$ cat config.mk
export PLATFORM = sky130hd
export DESIGN_NAME = serializer
export DESIGN_NICKNAME = d
export VERILOG_FILES = /design/src/rtl/serializer_pkg.sv /design/src/rtl/serializer_hamming_encode.sv /design/src/rtl/serializer.sv
export SDC_FILE = /design/constraint.sdc
export NUM_CORES = 1
export LEC_CHECK = 0
export BUFFER_PORTS_ARGS = -buffer_cell sky130_fd_sc_hd__buf_4
export CAP_MARGIN = 20
export CORE_MARGIN = 5
export CORE_UTILIZATION = 30
export CTS_BUF_LIST = sky130_fd_sc_hd__clkbuf_8
export DETAILED_ROUTE_END_ITERATION = 16
export PLACE_DENSITY = 0.6
export SYNTH_ARGS = -nofsm -noshare
export SYNTH_HDL_FRONTEND = slang
export SYNTH_SLANG_ARGS = --single-unit
$ cat constraint.sdc
create_clock -name clk_i -period 1.3 [get_ports clk_i]
set_input_delay 0.065 -clock clk_i [delete_from_list [all_inputs] [get_ports clk_i]]
set_output_delay 0.065 -clock clk_i [all_outputs]
set_load 0.02 [all_outputs]
$ cat src/rtl/serializer_pkg.sv
// Shared definitions for the serializer and its companion receiver.
// Holds the FSM state type and the Hamming helper functions. They are
// defined here once so transmitter and receiver agree on the code geometry.
//   hamming_code_bits(dw)    : number of check bits r, the smallest r with 2**r >= dw + r + 1
//   hamming_coded_width(dw)  : dw + check bits
//   hamming_is_check_pos(p)  : 1 when 1-based code position p holds a check bit (a power of two)
package serializer_pkg;

  // ST_IDLE / ST_SEND encoding is visible on the ready_o / busy_o outputs.
  typedef enum logic {
    ST_IDLE = 1'b0,
    ST_SEND = 1'b1
  } state_e;

  function automatic int hamming_code_bits(input int dw);
    int r;
    r = 0;
    // Scan downwards so the last hit is the smallest r that satisfies the bound.
    for (int k = 30; k >= 1; k--) begin
      if ((1 << k) >= dw + k + 1) r = k;
    end
    return r;
  endfunction

  function automatic int hamming_coded_width(input int dw);
    return dw + hamming_code_bits(dw);
  endfunction

  function automatic bit hamming_is_check_pos(input int pos);
    return (pos & (pos - 1)) == 0;
  endfunction

endpackage

$ cat src/rtl/serializer_hamming_encode.sv
// hamming_encode: combinational Hamming check-bit generator.
// The data bits sit, in ascending order, in the non-power-of-two positions
// 3,5,6,7,9,... of a 1-based code word. Check bit i is the XOR of every data
// bit whose position has bit i set. code_o[i] is check bit i (position 2**i).
// The receiver's pad/decode logic walks this mapping in reverse.
//   data_i : payload word
//   code_o : check bits, LSB = position 1
module hamming_encode
  import serializer_pkg::*;
#(
  parameter int DATA_WIDTH = 8,
  localparam int CODE_BITS = hamming_code_bits(DATA_WIDTH),
  localparam int CODED_WIDTH = hamming_coded_width(DATA_WIDTH)
) (
  input  logic [DATA_WIDTH-1:0] data_i,
  output logic [CODE_BITS-1:0]  code_o
);

  always_comb begin
    int di;
    code_o = '0;
    di     = 0;
    for (int pos = 1; pos <= CODED_WIDTH; pos++) begin
      if (!hamming_is_check_pos(pos)) begin
        for (int i = 0; i < CODE_BITS; i++) begin
          if (((pos >> i) & 1) == 1) code_o[i] = code_o[i] ^ data_i[di];
        end
        di++;
      end
    end
  end

endmodule

$ cat src/rtl/serializer.sv
// serializer: loads a payload word (optionally Hamming-coded) and shifts it
// out MSB first, one bit per cycle with enable_i high.
//   clk_i, rst_i   : clock, asynchronous active-high reset
//   parallel_in_i  : payload word, captured when load_i && ready_o
//   load_i         : load request (ignored while busy)
//   ready_o        : idle, accepts a load (equals state == ST_IDLE)
//   enable_i       : bit strobe
//   serial_out_o   : current frame bit, 0 when idle
//   start_o        : first bit of the frame is on serial_out_o
//   busy_o         : frame in progress (equals state == ST_SEND)
//   done_o         : one-cycle pulse after the last bit was strobed
// Handshake: a load is taken on a rising edge where load_i and ready_o are
// both high; there is no queueing, so a load seen while busy is dropped.
module serializer
  import serializer_pkg::*;
#(
  parameter int DATA_WIDTH = 8,
  parameter int HAS_ECC    = 0
) (
  input  logic                  clk_i,
  input  logic                  rst_i,
  input  logic [DATA_WIDTH-1:0] parallel_in_i,
  input  logic                  load_i,
  output logic                  ready_o,
  input  logic                  enable_i,
  output logic                  serial_out_o,
  output logic                  start_o,
  output logic                  busy_o,
  output logic                  done_o
);

  localparam int CODE_BITS   = hamming_code_bits(DATA_WIDTH);
  localparam int CODED_WIDTH = hamming_coded_width(DATA_WIDTH);
  localparam int FW          = (HAS_ECC != 0) ? CODED_WIDTH : DATA_WIDTH;
  localparam int CNT_W       = $clog2(FW) + 1;
  localparam logic [CNT_W-1:0] LAST_BIT = CNT_W'(FW - 1);

  logic [FW-1:0] frame;

  generate
    if (HAS_ECC != 0) begin : g_ecc
      logic [CODE_BITS-1:0] code;
      hamming_encode #(.DATA_WIDTH(DATA_WIDTH)) u_enc (
        .data_i (parallel_in_i),
        .code_o (code)
      );
      assign frame = {parallel_in_i, code};
    end else begin : g_raw
      assign frame = parallel_in_i;
    end
  endgenerate

  state_e           state_q, state_d;
  logic [FW-1:0]    shreg_q, shreg_d;
  logic [CNT_W-1:0] cnt_q, cnt_d;
  logic             done_q, done_d;

  always_ff @(posedge clk_i or posedge rst_i) begin
    if (rst_i) begin
      state_q <= ST_IDLE;
      shreg_q <= '0;
      cnt_q   <= '0;
      done_q  <= 1'b0;
    end else begin
      state_q <= state_d;
      shreg_q <= shreg_d;
      cnt_q   <= cnt_d;
      done_q  <= done_d;
    end
  end

  always_comb begin
    state_d = state_q;
    shreg_d = shreg_q;
    cnt_d   = cnt_q;
    done_d  = 1'b0;
    unique case (state_q)
      ST_IDLE: begin
        if (load_i) begin
          state_d = ST_SEND;
          shreg_d = frame;
          cnt_d   = '0;
        end
      end
      ST_SEND: begin
        if (enable_i) begin
          shreg_d = {shreg_q[FW-2:0], 1'b0};
          if (cnt_q == LAST_BIT) begin
            // Wrap to 0 so the counter never exceeds FW-1.
            state_d = ST_IDLE;
            cnt_d   = '0;
            done_d  = 1'b1;
          end else begin
            cnt_d = cnt_q + CNT_W'(1);
          end
        end
      end
      default: state_d = ST_IDLE;
    endcase
  end

  assign ready_o      = (state_q == ST_IDLE);
  assign busy_o       = (state_q == ST_SEND);
  assign serial_out_o = busy_o & shreg_q[FW-1];
  assign start_o      = busy_o & (cnt_q == '0);
  assign done_o       = done_q;

endmodule

==> results.sh <==
export IMPL_synth_xor_area_frac=0
export IMPL_final_fill_count=230
export IMPL_dieWidth_um=59.6
export IMPL_grt_setup_unrepaired="true"
export IMPL_dr_total_vias=588
export IMPL_synthesis_instances=72
export IMPL_synth_compound_area_share=0.180
export IMPL_first_iter_violations=16
export IMPL_max_cap_violations=0
export IMPL_ioPinCount=17
export IMPL_yosys_area_share_adder=0.0340
export IMPL_number_of_setup_violations_in_the_final_report=0
export IMPL_portBuffers=16
export IMPL_yosys_warnings=0
export IMPL_synthMuxAreaShare=0.0866
export IMPL_timing_hold_violations_final=0
export IMPL_data_arrival_time_of_the_worst_path_ns=1.17
export IMPL_maximum_clock_frequency_mhz=807
export IMPL_cts_sink_count=14
export IMPL_worstMarginPinSlew_ns=0.549
export IMPL_synthTopCellsByArea="sky130_fd_sc_hd__dfrtp_1 (48%), sky130_fd_sc_hd__mux2i_1 (6.8%), sky130_fd_sc_hd__a211oi_1 (5.1%)"
export IMPL_clk_transition_reported_paths_ns=0.06
export IMPL_ant_nets=0
export IMPL_synth_largest_type_area_fraction=0.475
export IMPL_synth_distinct_cells=24
export IMPL_drtPass1Iterations=4
export IMPL_total_die_area_um2=3550
export IMPL_drc_errors=0
export IMPL_first_global_vias=564
export IMPL_timing_critical_path_fanout_max=9
export IMPL_synth_sequential_area_ratio=0.475
export IMPL_finalClockSkew_ns=0.00404
export IMPL_core_um2=2410
export IMPL_average_routed_wire_per_standard_cell_um=11.6
export IMPL_min_delay_path_class="in -> reg"
export IMPL_wire_length_of_the_first_global_routing_pass_mm=2.37
export IMPL_layout_commonest_cell="sky130_fd_sc_hd__buf_4"
export IMPL_largest_family_of_logic_cells_by_synthesized_area="compound AO/OA/AOI/OAI gates"
export IMPL_finish_net_count=109
export IMPL_crit_path_start_kind="flop"
export IMPL_die_h_um=59.6
export IMPL_power_density_cell_area_nw_per_um2=1810
export IMPL_place_congestion=0.806
export IMPL_area_growth_pct=32.9
export IMPL_layout_core_utilization=0.407
export IMPL_worst_setup_path_type="reg -> out"
export IMPL_rows=18
export IMPL_hpwl_mm=1.07
export IMPL_power_static_leakage_nw=0.476
export IMPL_cts_root_buf="sky130_fd_sc_hd__clkbuf_8"
export IMPL_commonest_non_fill_non_tap_cells_in_the_layout="sky130_fd_sc_hd__buf_4 (21), sky130_fd_sc_hd__dfrtp_1 (13), sky130_fd_sc_hd__nand2_1 (7), sky130_fd_sc_hd__a21oi_1 (6), sky130_fd_sc_hd__nor2b_1 (6)"
export IMPL_avgSynthCellArea_um2=10.2
export IMPL_tritoncts="done"
export IMPL_finalSetupTns_ns=0
export IMPL_clock_latency_reported_for_the_late_side_of_the_worst_skew_pair_ns=0.24
export IMPL_initial_antenna_violation_count=0
export IMPL_ir_drop_mv=0.921
export IMPL_critPathCaptureType="primary output"
export IMPL_slew_viol_final=0
export IMPL_vias_per_cell=4.74
export IMPL_yosys_area_share_simple=0.161
export IMPL_number_of_synthesized_register_bits=14
export IMPL_status="completed"
export IMPL_maximum_number_of_pins_on_one_net_before_global_route_repair=15
export IMPL_synth_area_leader_cell="sky130_fd_sc_hd__dfrtp_1"
export IMPL_cts_root_to_sink_buffers=2
export IMPL_num_antenna_cells=0
export IMPL_overflow=0
export IMPL_postRouteWirelength_mm=1.44
export IMPL_synth_cell_area_um2=737
export IMPL_drive_gt1_frac=0.319
export IMPL_number_of_buffers_created_by_cts=3
export IMPL_clock_tree_htree_level_count=1
export IMPL_critPathRequiredTime_ns=1.24
export IMPL_synth_nets=86
export IMPL_grt_total_usage=0.0886
export IMPL_timing_slew_headroom=0.634
export IMPL_final_period_minus_worst_setup_slack_ns=1.24
export IMPL_post_route_period_util=0.953
export IMPL_initial_core_util=0.306
==> sequential cells by signal, indices dropped and copies added (netlist names) <==
register and cells:
busy_o 1, cnt_q 4, done_o 1, shreg_q 8
==> power by group <==
group | total, mW | switching, mW | internal (mW)
registers | 0.711 | 0.128 | 0.583
clock network | 0.422 | 0.154 | 0.268
logic | 0.638 | 0.295 | 0.343
total | 1.77 | 0.577 | 1.19
==> kinds of logic after synthesis <==
kind of cell    Yosys count
flops                    14
buf+inv                   9
compound gates           20
mux                       6
fa+ha+maj                 2
simple gates             21
==> Yosys cell counts (all sizes together) <==
| library cell | n |
|---|---|
| o22ai | 1 |
| a32o | 1 |
| a211oi | 5 |
| mux2i | 6 |
| nor3 | 1 |
| a21boi | 1 |
| and2 | 1 |
| nor2b | 6 |
| o21ai | 3 |
| a32oi | 2 |
| nand3 | 2 |
| inv | 5 |
| buf | 4 |
| a22o | 1 |
| nor2 | 2 |
| nor4b | 1 |
| ha | 2 |
| nand2 | 7 |
| dfrtp | 14 |
| nand4 | 1 |
| a21oi | 6 |
==> final timing paths <==
check,start,endpoint,slack [ns],cells past startpoint
min in group asynchronous,rst_i,shreg_q[5],0.43,3
worst max-delay path,busy_o,serial_out_o,0.06,3
worst max register to register,cnt_q[0],cnt_q[3],0.13,5
worst min-delay path,parallel_in_i[1],shreg_q[1],0.04,3
worst min register to register,shreg_q[2],shreg_q[2],0.49,2
max in group asynchronous,rst_i,busy_o,0.48,3
==> metal layers <==
layer / track usage / vias to the layer above / part of all wire
li1: - / 301 / -
met2: 0.137 / 18 / 0.47
met1: 0.114 / 267 / 0.47
met5: 0 / - / 0
met4: 0.0443 / 0 / 0.0062
met3: 0.0218 / 2 / 0.057
==> cell type report <==
cell class	instances	area, µm²	share of cell area
multi-input combinational	49	349	0.356
timing repair buffer	22	168	0.171
tap	30	37.5	0.0383
sequential	14	352	0.359
inverter	5	18.8	0.0192
clock buffer	4	55.1	0.0562
==> per-stage QoR <==
step                power [mW]  hold slack, ns  cells  setup WS (ns)  area, µm²
finish                    1.77          0.0363    124         0.0610        980
global route              1.90          0.0442    124        -0.0198        980
CTS                       1.77          0.0323    123         0.0105        971
detailed placement        1.32           0.152    117          0.192        898
global placement          1.31           0.145    117          0.177        898
floorplan                 1.13         -0.0458     72         0.0795        746
==> critical path, stage by stage, from the launching register on <==
cell                      delay, ns
sky130_fd_sc_hd__dfrtp_2       0.46
sky130_fd_sc_hd__buf_4         0.18
sky130_fd_sc_hd__and2_1        0.13
sky130_fd_sc_hd__buf_4         0.15
==> timing repair <==
item | 4_1_cts | 5_1_grt
pin swaps | 0 | 0
hold endpoints to repair | 14 | 0
hold buffers | 1 | 0
buffers inserted | 1 | 1
setup endpoints to repair | 1 | 2
resized for setup | 0 | 1
Note: power is estimated with default switching activity, not from simulation.
